**src/rtl/fft_frame_ctrl.sv**
```systemverilog
// fft_frame_ctrl: sequences an FFT core over a burst of frames.
// Sends one config word, passes NUM frames of N samples into the FFT input stream while
// generating input tlast, and snoops the FFT output stream to count frames, check output
// tlast framing and signal done once every issued frame has drained.
// Optional build macro FFT_CTRL_DRAIN_TIMEOUT_EN adds a 16-bit drain watchdog that drives
// the timeout output; without it timeout is tied low and DRAIN waits indefinitely.
module fft_frame_ctrl #(
  parameter int unsigned LOG2_NMAX = 10,
  parameter int unsigned DIN_W     = 32,
  parameter int unsigned CFG_W     = 16
) (
  input  logic             m_axis_aclk_0,
  input  logic             m_axis_aresetn_0,
  input  logic             start,
  input  logic             abort,
  input  logic [4:0]       nfft_log2,
  input  logic             fwd_inv,
  input  logic [15:0]      num_frames,
  input  logic [DIN_W-1:0] src_tdata,
  input  logic             src_tvalid,
  output logic             src_tready,
  output logic [DIN_W-1:0] s_axis_data_tdata,
  output logic             s_axis_data_tvalid,
  output logic             s_axis_data_tlast,
  input  logic             s_axis_data_tready,
  output logic [CFG_W-1:0] s_axis_config_tdata,
  output logic             s_axis_config_tvalid,
  input  logic             s_axis_config_tready,
  input  logic             fft_out_tvalid,
  input  logic             fft_out_tready,
  input  logic             fft_out_tlast,
  output logic             busy,
  output logic             done,
  output logic [15:0]      frames_out,
  output logic             tlast_err,
  output logic             timeout
);

  typedef enum logic [1:0] {StIdle, StCfg, StStream, StDrain} state_e;

  state_e               state_q, state_d;
  logic [4:0]           log2_q, log2_d;
  logic                 fwd_q, fwd_d;
  logic [15:0]          num_q, num_d;
  logic [LOG2_NMAX-1:0] in_cnt_q, in_cnt_d;
  logic [LOG2_NMAX-1:0] out_cnt_q, out_cnt_d;
  logic [15:0]          frames_in_q, frames_in_d;
  logic [15:0]          frames_out_q, frames_out_d;
  logic                 abort_pend_q, abort_pend_d;
  logic                 tlast_err_q, tlast_err_d;
  logic                 done_q, done_d;
  logic                 busy_q, busy_d;
`ifdef FFT_CTRL_DRAIN_TIMEOUT_EN
  logic [15:0]          wd_q, wd_d;
  logic                 timeout_q, timeout_d;
`endif

  logic [4:0]           log2_clamp;
  logic [LOG2_NMAX-1:0] last_idx;
  logic [CFG_W-1:0]     cfg_word;
  logic                 stream, in_hs, in_last, out_beat, cfg_hs;

  // Clamp the requested transform size into the supported range.
  always_comb begin
    log2_clamp = nfft_log2;
    if (nfft_log2 < 5'd3) begin
      log2_clamp = 5'd3;
    end else if (nfft_log2 > 5'(LOG2_NMAX)) begin
      log2_clamp = 5'(LOG2_NMAX);
    end
  end

  // N-1 as a mask; a shift of LOG2_NMAX clears every bit, giving all ones.
  assign last_idx = ~({LOG2_NMAX{1'b1}} << log2_q);

  // Config word: size in [4:0], direction in [8].
  always_comb begin
    cfg_word    = '0;
    cfg_word[4:0] = log2_q;
    cfg_word[8] = fwd_q;
  end

  assign stream   = (state_q == StStream);
  assign in_hs    = stream & src_tvalid & s_axis_data_tready;
  assign in_last  = in_hs & (in_cnt_q == last_idx);
  assign out_beat = (state_q != StIdle) & fft_out_tvalid & fft_out_tready;
  assign cfg_hs   = (state_q == StCfg) & s_axis_config_tready;

  // Zero-latency pass-through while streaming; everything gated off otherwise.
  assign s_axis_data_tvalid   = stream & src_tvalid;
  assign src_tready           = stream & s_axis_data_tready;
  assign s_axis_data_tdata    = stream ? src_tdata : '0;
  assign s_axis_data_tlast    = stream & (in_cnt_q == last_idx);
  assign s_axis_config_tvalid = (state_q == StCfg);
  assign s_axis_config_tdata  = (state_q == StCfg) ? cfg_word : '0;

  assign busy       = busy_q;
  assign done       = done_q;
  assign frames_out = frames_out_q;
  assign tlast_err  = tlast_err_q;
`ifdef FFT_CTRL_DRAIN_TIMEOUT_EN
  assign timeout    = timeout_q;
`else
  assign timeout    = 1'b0;
`endif

  // Next-state: run sequencing, input framing and output snoop.
  always_comb begin
    state_d      = state_q;
    log2_d       = log2_q;
    fwd_d        = fwd_q;
    num_d        = num_q;
    in_cnt_d     = in_cnt_q;
    out_cnt_d    = out_cnt_q;
    frames_in_d  = frames_in_q;
    frames_out_d = frames_out_q;
    abort_pend_d = abort_pend_q;
    tlast_err_d  = tlast_err_q;
    done_d       = 1'b0;
`ifdef FFT_CTRL_DRAIN_TIMEOUT_EN
    wd_d         = '0;
    timeout_d    = timeout_q;
`endif

    // Output snoop; a tlast always resyncs the beat counter.
    if (out_beat) begin
      if (fft_out_tlast) begin
        if (out_cnt_q != last_idx) tlast_err_d = 1'b1;
        out_cnt_d    = '0;
        frames_out_d = frames_out_q + 16'd1;
      end else if (out_cnt_q == last_idx) begin
        tlast_err_d = 1'b1;
        out_cnt_d   = '0;
      end else begin
        out_cnt_d = out_cnt_q + LOG2_NMAX'(1);
      end
    end

    unique case (state_q)
      StIdle: begin
        if (start) begin
          log2_d       = log2_clamp;
          fwd_d        = fwd_inv;
          num_d        = num_frames;
          in_cnt_d     = '0;
          out_cnt_d    = '0;
          frames_in_d  = '0;
          frames_out_d = '0;
          abort_pend_d = 1'b0;
          tlast_err_d  = 1'b0;
`ifdef FFT_CTRL_DRAIN_TIMEOUT_EN
          timeout_d    = 1'b0;
`endif
          state_d      = StCfg;
        end
      end
      StCfg: begin
        if (abort) abort_pend_d = 1'b1;
        if (cfg_hs) state_d = (abort_pend_q | abort) ? StDrain : StStream;
      end
      StStream: begin
        if (abort) abort_pend_d = 1'b1;
        if (in_last) begin
          in_cnt_d    = '0;
          frames_in_d = frames_in_q + 16'd1;
          // Aborts only take effect on a frame boundary.
          if (((frames_in_q + 16'd1 == num_q) && (num_q != 16'd0)) || abort_pend_q || abort) begin
            state_d = StDrain;
          end
        end else if (in_hs) begin
          in_cnt_d = in_cnt_q + LOG2_NMAX'(1);
        end
      end
      StDrain: begin
        if (frames_out_q == frames_in_q) begin
          done_d  = 1'b1;
          state_d = StIdle;
        end
`ifdef FFT_CTRL_DRAIN_TIMEOUT_EN
        else if (out_beat) begin
          wd_d = '0;
        end else if (wd_q == 16'hFFFF) begin
          timeout_d = 1'b1;
          done_d    = 1'b1;
          state_d   = StIdle;
        end else begin
          wd_d = wd_q + 16'd1;
        end
`endif
      end
      default: state_d = StIdle;
    endcase

    busy_d = (state_d != StIdle);
  end

  // State and counter registers.
  always_ff @(posedge m_axis_aclk_0 or negedge m_axis_aresetn_0) begin
    if (!m_axis_aresetn_0) begin
      state_q      <= StIdle;
      log2_q       <= '0;
      fwd_q        <= 1'b0;
      num_q        <= '0;
      in_cnt_q     <= '0;
      out_cnt_q    <= '0;
      frames_in_q  <= '0;
      frames_out_q <= '0;
      abort_pend_q <= 1'b0;
      tlast_err_q  <= 1'b0;
      done_q       <= 1'b0;
      busy_q       <= 1'b0;
`ifdef FFT_CTRL_DRAIN_TIMEOUT_EN
      wd_q         <= '0;
      timeout_q    <= 1'b0;
`endif
    end else begin
      state_q      <= state_d;
      log2_q       <= log2_d;
      fwd_q        <= fwd_d;
      num_q        <= num_d;
      in_cnt_q     <= in_cnt_d;
      out_cnt_q    <= out_cnt_d;
      frames_in_q  <= frames_in_d;
      frames_out_q <= frames_out_d;
      abort_pend_q <= abort_pend_d;
      tlast_err_q  <= tlast_err_d;
      done_q       <= done_d;
      busy_q       <= busy_d;
`ifdef FFT_CTRL_DRAIN_TIMEOUT_EN
      wd_q         <= wd_d;
      timeout_q    <= timeout_d;
`endif
    end
  end

endmodule

```
**config.mk**
```make
export PLATFORM = sky130hd
export DESIGN_NAME = fft_frame_ctrl
export DESIGN_NICKNAME = d
export VERILOG_FILES = /design/src/rtl/fft_frame_ctrl.sv
export SDC_FILE = /design/constraint.sdc
export NUM_CORES = 1
export LEC_CHECK = 0
export ABC_AREA = 1
export ABC_CLOCK_PERIOD_IN_PS = 3950
export BUFFER_PORTS_ARGS = -buffer_cell sky130_fd_sc_hd__buf_2
export CAP_MARGIN = 20
export CORE_UTILIZATION = 35
export CTS_BUF_LIST = sky130_fd_sc_hd__clkbuf_4 sky130_fd_sc_hd__clkbuf_8 sky130_fd_sc_hd__clkbuf_16
export DETAILED_ROUTE_END_ITERATION = 10
export GPL_TIMING_DRIVEN = 1
export SLEW_MARGIN = 0
export SYNTH_ARGS = -nofsm -noshare
export SYNTH_HDL_FRONTEND = slang
export SYNTH_SLANG_ARGS = --single-unit
```
**constraint.sdc**
```tcl
create_clock -name m_axis_aclk_0 -period 3.95 [get_ports m_axis_aclk_0]
set_input_delay 0.79 -clock m_axis_aclk_0 [delete_from_list [all_inputs] [get_ports m_axis_aclk_0]]
set_output_delay 0.79 -clock m_axis_aclk_0 [all_outputs]
set_load 0.01 [all_outputs]
```
==> results.toml <==
[run_status]
status = "completed"

[layout]
fin_area_mm2 = 0.00655
fill_cells = 1628
drive_gt1_share_pct = 18.1
n_antenna_cell = 0
fin_nets = 990
area_growth_pct = 19.9

[sta]
tightest_slew_ps = 848
setup_tns_ps = 0
finalClockSkew_ps = 4.74
setup_viol = 0
post-route-min-period_ps = 2930
rsz0062_at_grt = "false"
final_max_slew_viol_count = 0
clock.fmax_mhz = 341
relSlewSlack_pct = 43.4
min_period_over_period_pct = 74.2
final_hold_viol_count = 0

[synth]
synth-seq-cells = 80
netlist.area_leader.share_pct = 36.7
yosys.area.top_type = "dfrtp_1"
syn_area_mm2 = 0.00546
synth_edf_count = 0
yosysSeqAreaShare_pct = 36.7
synthCells = 794
ys_types = 45
ys_top_cells_by_area = "dfrtp_1 37%, nand2_1 16%, inv_1 8.3%"
syn_avg_cell_area_um2 = 6.88
ys.warnings.count = 0
yosys_most_used_dff = "dfrtp_1"
synthArstFlopShare_pct = 100

[run]
maxCapViolCount = 0

[worst_hold_path]
min_path_type = "in -> async"

[setup_path]
cp-start-kind = "flip-flop"
crit_slowest_cell = "dfrtp_1"
reg2reg_from = "state_q[0]"
worstRegToRegCells = 11
cp.depth = 10
critical_path.max_fanout = 8
required_ps = 3160
crit_start = "log2_q[4]"
slowest_delay_ps = 450
worst-path-buf-inv = 1
path_class = "reg -> out"
crit_family = "simple AND/OR/NAND/NOR gates"
arrival_ps = 2140
crit_chain = "nor2_8 -> nand2_4 -> nor2_4 -> nand2_1 -> xor2_1 -> nand2_1 -> nor2_1 -> nand3_2 -> nor2_1 -> buf_2"
crit_path_end_kind = "output pin"

[clocking]
cts_buffer_depth = 2
cts_root_buf = "clkbuf_16"
clk_pin_slew_ps = 60
cts_tree = "built"
cts_sinks = 80
clk_latency_ps = 350
numCtsBuffers = 9
post_cts_resized = 0
postCtsHoldBufs = 0
htree_levels = 3
post_cts_buffers = 0

[grt]
grt_pass1_vias = 4916
grt-ovfl-total = 0
grt_antenna_before_repair = 0
grt_max_degree = 81
grt_first_pass_wirelength_um = 24000
grt_usage_pct = 18.7

[route]
wl_met2_um = 6880
wl_met1_um = 6940
drt-total-wl_um = 14600
vias_per_cell = 4.75
drt_iter0_drc = 278
top_layer = "met4"
vias = 5266
detail_route.wl_per_cell_um = 13.2
dr_wl_met3_um = 571
ant_nets = 0
first_pass_iters = 5
drc = 0

[pwr]
p_per_area_mw_per_mm2 = 512
p_total_mw = 3.35
vdd_drop_max_mv = 0.315
p_leak_nw = 3.49

[die]
rows = 45
dieArea_mm2 = 0.0161
core-area_mm2 = 0.0152
die_w_um = 127
start_util_pct = 35.9
ioPinCount = 136
dieHeight_um = 127

[placement]
place_area_mm2 = 0.00622
gp_congestion = 0.859
dp_hpwl_um = 10900
port-buffer-count = 124
## logic make-up (layout without fill, tap and decap cells)
group                      count (synthesis)  in the layout  share of synthesized area [%]
buffers and inverters                    155            272                           11.8
DFF                                       80             80                           36.7
other                                      1             11                         0.0687
xor gates and xnor gates                  38             38                           6.35
adders and majority gates                  8              8                           1.83
AOI/OAI and AO/OA                         91             91                           9.28
and+or+nand+nor                          421            421                           34.0
## layer usage
metal,up-vias,global-route usage [%]
li1,2735,-
met1,2403,24.8
met2,109,30.2
met3,19,4.64
met4,0,5.60
met5,-,0
## metrics by stage
stage	util, %	hold WS, ps	setup slack [ps]	cells
3_3_place_gp	40.9	463	1280	1093
5_1_grt	43.1	388	734	1109
6_report	43.1	368	1020	1109
3_5_place_dp	40.9	474	1220	1093
4_1_cts	42.7	488	1000	1107
2_1_floorplan	-	449	1650	804
## layout make-up
class	count	area, µm²	share of cell area (%)
multi-input cells	569	2850	43.5
flip-flops and latches	80	2000	30.6
repair buffers	131	716	10.9
inverters	127	477	7.28
clock buffers	13	262	4.00
well taps	188	235	3.59
clock inverters	1	5.00	0.0765
## state kept, by name, summed over array words and instances (netlist names)
signal,count
abort_pend_q,1
busy,1
done,1
frames_in_q,16
frames_out,16
fwd_q,1
in_cnt_q,10
log2_q,5
num_q,16
out_cnt_q,10
state_q,2
tlast_err,1
## path summary, 6_finish.rpt
| path | slack, ps | endpoint |
|---|---|---|
| worst min-delay path | 370 | frames_out[14] |
| worst max register to register | 1250 | frames_in_q[4] |
| min in group m_axis_aclk_0 | 490 | fwd_q |
| worst min register to register | 490 | fwd_q |
| worst max-delay path | 1020 | s_axis_data_tlast |
| max in group asynchronous | 2970 | frames_in_q[8] |
## power by group
group          leakage (nW)  internal, mW  switching, mW
clock network         0.136         0.456          0.330
registers              1.06         0.982          0.168
logic                  2.29         0.500          0.913
## cell usage after synthesis, types with 2 or more instances
cell type / number
o21ai_0: 39
nand4_1: 18
or2_2: 2
inv_1: 121
nor2_4: 3
a21oi_1: 25
clkinv_1: 2
nand3b_1: 3
buf_6: 3
nor3_1: 18
clkbuf_1: 11
ha_1: 8
nor2_1: 76
nor4_1: 2
dfrtp_1: 80
a31oi_1: 2
nand3_2: 4
o22ai_1: 6
o31ai_1: 2
nand2_1: 226
xnor2_1: 8
inv_2: 4
nand3_1: 57
xor2_1: 29
buf_1: 2
nor3b_1: 6
buf_4: 11
o21ai_1: 9
## cell usage in the layout (no fill, tap or decap), drive strengths merged
cell type  netlist  layout
nor3            19      19
o21ai           50      50
xnor3            1       1
a211o            1       1
or2              2       2
nand4           18      18
o21bai           1       1
clkinv           2       3
o211ai           2       2
buf             17     131
o31ai            2       2
xnor2            8       8
conb             1      11
xor2            29      29
clkbuf          11      13
nand3b           3       3
nor4             2       2
ha               8       8
nand2          228     228
dfrtp           80      80
nor2            81      81
nor3b            7       7
o22ai            6       6
nand3           61      61
inv            125     125
a21oi           25      25
a31oi            2       2
a22oi            1       1
a211oi           1       1
Power figures use the tool's default switching activity.
